File: config.mk
export PLATFORM = sky130hd
export DESIGN_NAME = pool_divide
export DESIGN_NICKNAME = d
export VERILOG_FILES = /design/src/rtl/pool_divide.sv
export SDC_FILE = /design/constraint.sdc
export NUM_CORES = 1
export LEC_CHECK = 0
export CORE_ASPECT_RATIO = 1.4
export CORE_MARGIN = 2
export CORE_UTILIZATION = 56
export DETAILED_ROUTE_END_ITERATION = 6
export DONT_BUFFER_PORTS = 1
export GPL_TIMING_DRIVEN = 0
export PLACE_DENSITY = 0.74
export SKIP_CTS_REPAIR_TIMING = 1
export SLEW_MARGIN = 15
export SYNTH_ARGS = -nofsm -noshare
export SYNTH_HDL_FRONTEND = slang
export SYNTH_SLANG_ARGS = --single-unit
File: constraint.sdc
create_clock -name clk -period 1.4 [get_ports clk]
set_clock_uncertainty 0.1 [all_clocks]
set_input_delay 0.28 -clock clk [delete_from_list [all_inputs] [get_ports clk]]
set_output_delay 0.28 -clock clk [all_outputs]
set_load 0.005 [all_outputs]
File: src/rtl/pool_divide.sv
// Shared helpers for the 1-D CNN datapath, plus the pooling divider that turns an
// upstream window sum into an average by serial restoring division by a constant.
package cnn1d_pkg;
    // Ceiling log2; clog2(1) is 0 so a divide-by-one pool needs no extra bits.
    function automatic int clog2(input int value);
        int r;
        r = 0;
        for (int i = 0; i < 32; i++) begin
            if ((64'd1 << i) < 64'(value)) r = i + 1;
        end
        return r;
    endfunction
endpackage

module pool_divide
    import cnn1d_pkg::*;
#(
    parameter int DATA_WIDTH = 12,
    parameter int POOL_SIZE  = 10,
    parameter int ROUND      = 0,
    localparam int ACC_WIDTH = DATA_WIDTH + clog2(POOL_SIZE)
) (
    input  logic                  clk,
    input  logic                  rst,
    output logic                  div_ready_in,
    input  logic                  div_valid_in,
    input  logic [ACC_WIDTH-1:0]  div_data_in,
    input  logic                  div_ready_out,
    output logic                  div_valid_out,
    output logic [DATA_WIDTH-1:0] div_data_out
);
    // Handshake: a word moves on any rising edge where valid and ready are both 1;
    // valid never depends combinationally on ready, and both outputs are registered.

    localparam int DIV_W = ACC_WIDTH + 1;
    localparam int REM_W = clog2(POOL_SIZE) + 1;
    localparam int SH_W  = REM_W + 1;
    localparam int CNT_W = clog2(DIV_W + 1);

    localparam logic [DIV_W-1:0] ROUND_ADD = DIV_W'((ROUND != 0) ? (POOL_SIZE / 2) : 0);
    localparam logic [SH_W-1:0]  DIVISOR   = SH_W'(POOL_SIZE);
    localparam logic [CNT_W-1:0] LAST_ITER = CNT_W'(ACC_WIDTH);

    typedef enum logic [1:0] {
        IDLE   = 2'd0,
        DIVIDE = 2'd1,
        DONE   = 2'd2
    } state_t;

    state_t                state_q,     state_d;
    logic                  ready_in_q,  ready_in_d;
    logic                  valid_out_q, valid_out_d;
    logic [DATA_WIDTH-1:0] data_out_q,  data_out_d;
    logic [CNT_W-1:0]      cnt_q,       cnt_d;
    logic [DIV_W-1:0]      dvd_q,       dvd_d;
    logic [REM_W-1:0]      rem_q,       rem_d;
    logic [DIV_W-2:0]      quo_q,       quo_d;

    logic [SH_W-1:0]       rem_shift;
    logic                  q_bit;
    logic [DIV_W-1:0]      quo_next;
    logic                  quo_over;

    // One restoring step: bring down the next dividend bit, subtract if it fits.
    always_comb begin
        rem_shift = {rem_q, dvd_q[DIV_W-1]};
        q_bit     = (rem_shift >= DIVISOR);
        quo_next  = {quo_q, q_bit};
        quo_over  = |quo_next[DIV_W-1:DATA_WIDTH];
    end

    always_comb begin
        state_d     = state_q;
        ready_in_d  = ready_in_q;
        valid_out_d = valid_out_q;
        data_out_d  = data_out_q;
        cnt_d       = cnt_q;
        dvd_d       = dvd_q;
        rem_d       = rem_q;
        quo_d       = quo_q;

        case (state_q)
            IDLE: begin
                if (div_valid_in && ready_in_q) begin
                    dvd_d      = {1'b0, div_data_in} + ROUND_ADD;
                    rem_d      = '0;
                    quo_d      = '0;
                    cnt_d      = '0;
                    ready_in_d = 1'b0;
                    state_d    = DIVIDE;
                end
            end
            DIVIDE: begin
                dvd_d = {dvd_q[DIV_W-2:0], 1'b0};
                rem_d = q_bit ? REM_W'(rem_shift - DIVISOR) : REM_W'(rem_shift);
                quo_d = quo_next[DIV_W-2:0];
                cnt_d = cnt_q + CNT_W'(1);
                if (cnt_q == LAST_ITER) begin
                    cnt_d       = '0;
                    valid_out_d = 1'b1;
                    data_out_d  = quo_over ? '1 : quo_next[DATA_WIDTH-1:0];
                    state_d     = DONE;
                end
            end
            DONE: begin
                // Result is held indefinitely until the consumer takes it.
                if (div_ready_out) begin
                    valid_out_d = 1'b0;
                    ready_in_d  = 1'b1;
                    state_d     = IDLE;
                end
            end
            default: begin
                state_d     = IDLE;
                ready_in_d  = 1'b1;
                valid_out_d = 1'b0;
            end
        endcase
    end

    always_ff @(posedge clk or negedge rst) begin
        if (!rst) begin
            state_q     <= IDLE;
            ready_in_q  <= 1'b1;
            valid_out_q <= 1'b0;
            data_out_q  <= '0;
            cnt_q       <= '0;
            dvd_q       <= '0;
            rem_q       <= '0;
            quo_q       <= '0;
        end else begin
            state_q     <= state_d;
            ready_in_q  <= ready_in_d;
            valid_out_q <= valid_out_d;
            data_out_q  <= data_out_d;
            cnt_q       <= cnt_d;
            dvd_q       <= dvd_d;
            rem_q       <= rem_d;
            quo_q       <= quo_d;
        end
    end

    assign div_ready_in  = ready_in_q;
    assign div_valid_out = valid_out_q;
    assign div_data_out  = data_out_q;

endmodule
==> results.tsv, run 1 <==
metric	value	unit
crit_fanout	10	
rr_endpoint	dvd_q[16]	
hold_slack	-0.468	ns
routed_wl	5.92	mm
worst_setup_path_end_kind	register	
dpl_cell_area	2730	um^2
synth_edf_count	0	
ir_drop	0.00122	V
yosysTopAreaCell	dfrtp_1	
grt_util_met1	28.5	%
crit_path_start	div_ready_in	
crit_type	reg -> reg	
final_area	3260	um^2
cp.arrival	1.75	ns
antenna_found_initial	0	
min_period	1.63	ns
syn_to_final_growth	23.8	%
synth-seq-area-share	56.2	%
path_depth	5	
num_rows	29	
yosys_most_used_dff	dfrtp_1	
powerDensity	2490	nW/um^2
synth_compound_area_share	22.8	%
grtUsageMet3	8.54	%
met2_usage	35.0	%
ff2ff_path_depth	5	
postSynthAreaPerCell	12.1	um^2
clockRootBuffer	clkbuf_8	
r2r_start	div_ready_in	
muxShareOfSynthArea	5.71	%
critPathTopFamily	flip-flops	
ys_warn_count	0	
path_cells	a21oi_4, or2_4, buf_6, buf_6, a22o_1	
clkTransAtPathRegs	0.07	ns
die_width	61.9	um
synthCells	218	
ff2ff_setup_slack	-0.23	ns
cts_tree	done	
synth_nets	241	
hp-class	in -> async	
antenna_cells	0	
die_area	5270	um^2
slew_headroom	71.2	%
dp_cells	280	
cts.path.max_buffers	2	
syn_area	2630	um^2
slowest_stage	dfstp_2	
setup_slack	-0.229	ns
start_util	58.0	%
synthAdderAreaFrac	1.43	%
pin_count	34	
drt_iter0_drc	79	
rsz0062_at_grt	true	
path_common_cell	buf_6	
nNetsFinal	269	
grt_pass1_wl	8.63	mm
leakagePower	1.43	nW
async_reset_ff_share	100	%
finalNonFillerCells	313	
netlist.area_leader.share	55.2	%
io_buffers	0	
die_h	85.1	um
grt-busiest-layer	met2	
fin_crit_sh	116	%
slowest_delay	0.61	ns
viasPerCell	6.05	
synthTopCellsByCount	dfrtp_1, o21ai_0, a22o_1	
drc_errors	0	
gp_congestion	0.757	
grt_overflow	0	
cts_buffers	9	
finalSetupViolations	49	
n_fill_cell	305	
synth_top_family_by_area	compound AO/OA/AOI/OAI gates	
critPathBufInv	2	
grt_pass1_vias	1858	
clk_latency	0.34	ns
finalHoldViolations	59	
required	1.52	ns
drive_above_1_share	30.7	%
routedWlPerCell	18.9	um
vias	1895	
worstSetupStartpointType	register	
grt_usage	22.6	%
cts.sinks	59	
cap_violations	0	
status	finished with violations	
crit_end	dvd_q[16]	
place.detailed.hpwl	3.59	mm
first_pass_iters	4	
worst-slew-pin-transition	0.432	ns
synth-seq-cells	59	
violations	negative hold slack, negative setup slack	
fmax	614	MHz
slew_viol_final	0	
grt_max_degree	60	
synth_most_common_cell	dfrtp_1	
core-area	4540	um^2
synth_area_leaders	dfrtp_1, a22o_1, mux2i_1	
drtAntennaViolNets	0	
ys_types	38	
synth-xor-area-share	0.333	%
htreeDepth	3	
synth_simple_gate_area_share	7.37	%
## cells in the final DEF (no fill, tap or decap), types with 6 or more instances in the layout
master    Yosys  layout
mux2i_1      15      14
dfrtp_1      58      57
nand3_1       6       6
buf_4         0      11
clkbuf_8      0      11
o21ai_0      22      14
o21ai_1      15      14
o22a_1       13      13
nand2_1       7       6
o21ai_2       0       9
inv_1         8       6
a22o_1       18      18
buf_6         9       8
## power breakdown
group,internal [mW],switching (mW)
logic,1.74,1.57
registers,2.46,0.605
clock network,1.09,0.646
total,5.29,2.82
## metal layers
metal  part of all wire (%)  routed length (um)
met3                    4.9                 290
met1                     41                2400
met4                    2.3                 138
met5                      0                   0
met2                     52                3080
## cells by family (layout without fill, tap and decap cells)
family / after synthesis / in the layout
simple gates: 30 / 30
compound gates: 86 / 86
fa+ha+maj: 3 / 3
flops: 59 / 59
xor+xnor: 1 / 1
mux: 15 / 15
buf+inv: 24 / 57
## cell type report
type	instances	area (um^2)	area share [%]
sequential	59	1480	45.4
multi-input combinational	135	1100	33.6
timing repair buffer	18	186	5.72
buffer	15	163	4.99
clock buffer	11	151	4.65
tap	62	77.6	2.38
clock inverter	5	75.1	2.30
inverter	8	30.0	0.922
## metrics by stage
| step | power [mW] | TNS [ns] | setup slack, ns | hold slack [ns] | util (%) |
|---|---|---|---|---|---|
| finish | 8.11 | -8.04 | -0.229 | -0.468 | 71.8 |
| global route | 8.58 | -10.74 | -0.278 | -0.479 | 71.8 |
| CTS | 7.29 | -9.95 | -0.274 | -0.473 | 65.1 |
| detailed placement | 5.56 | -9.01 | -0.259 | -0.114 | 60.1 |
| global placement | 5.47 | -7.75 | -0.223 | -0.114 | 60.1 |
| floorplan | 4.97 | -2.80 | -0.111 | -0.116 | - |
## worst register-to-register path, stage by stage, from the launching register on
cell and delay, ns:
dfstp_2 0.61, a21oi_4 0.09, or2_4 0.24, buf_6 0.14, buf_6 0.14, a22o_1 0.18
## sequential cells by signal, indices dropped and copies added, names as in the netlist
signal and flops:
quo_q 16, dvd_q 17, state_q 2, rem_q 5
cnt_q 5, div_ready_in 1, div_data_out 12, div_valid_out 1
## how the worst min path moves through the flow
stage / from / endpoint / cells past startpoint
6_report: rst / dvd_q[9] / 0
5_1_grt: rst / dvd_q[9] / 0
4_1_cts: rst / cnt_q[4] / 0
3_5_place_dp: rst / dvd_q[9] / 0
3_3_place_gp: rst / dvd_q[8] / 0
2_1_floorplan: rst / cnt_q[0] / 0
No activity file was read; power rests on OpenSTA's default activity.
==> run 2: changes to the inputs <==
--- a/config.mk
+++ b/config.mk
@@ -8,6 +8,7 @@
 export CORE_ASPECT_RATIO = 1.4
 export CORE_MARGIN = 2
 export CORE_UTILIZATION = 56
+export CTS_CLUSTER_DIAMETER = 120
 export DETAILED_ROUTE_END_ITERATION = 6
 export DONT_BUFFER_PORTS = 1
 export GPL_TIMING_DRIVEN = 0
==> results of run 2 <==
No change in the layout: final DEF, timing and power equal those of run 1.
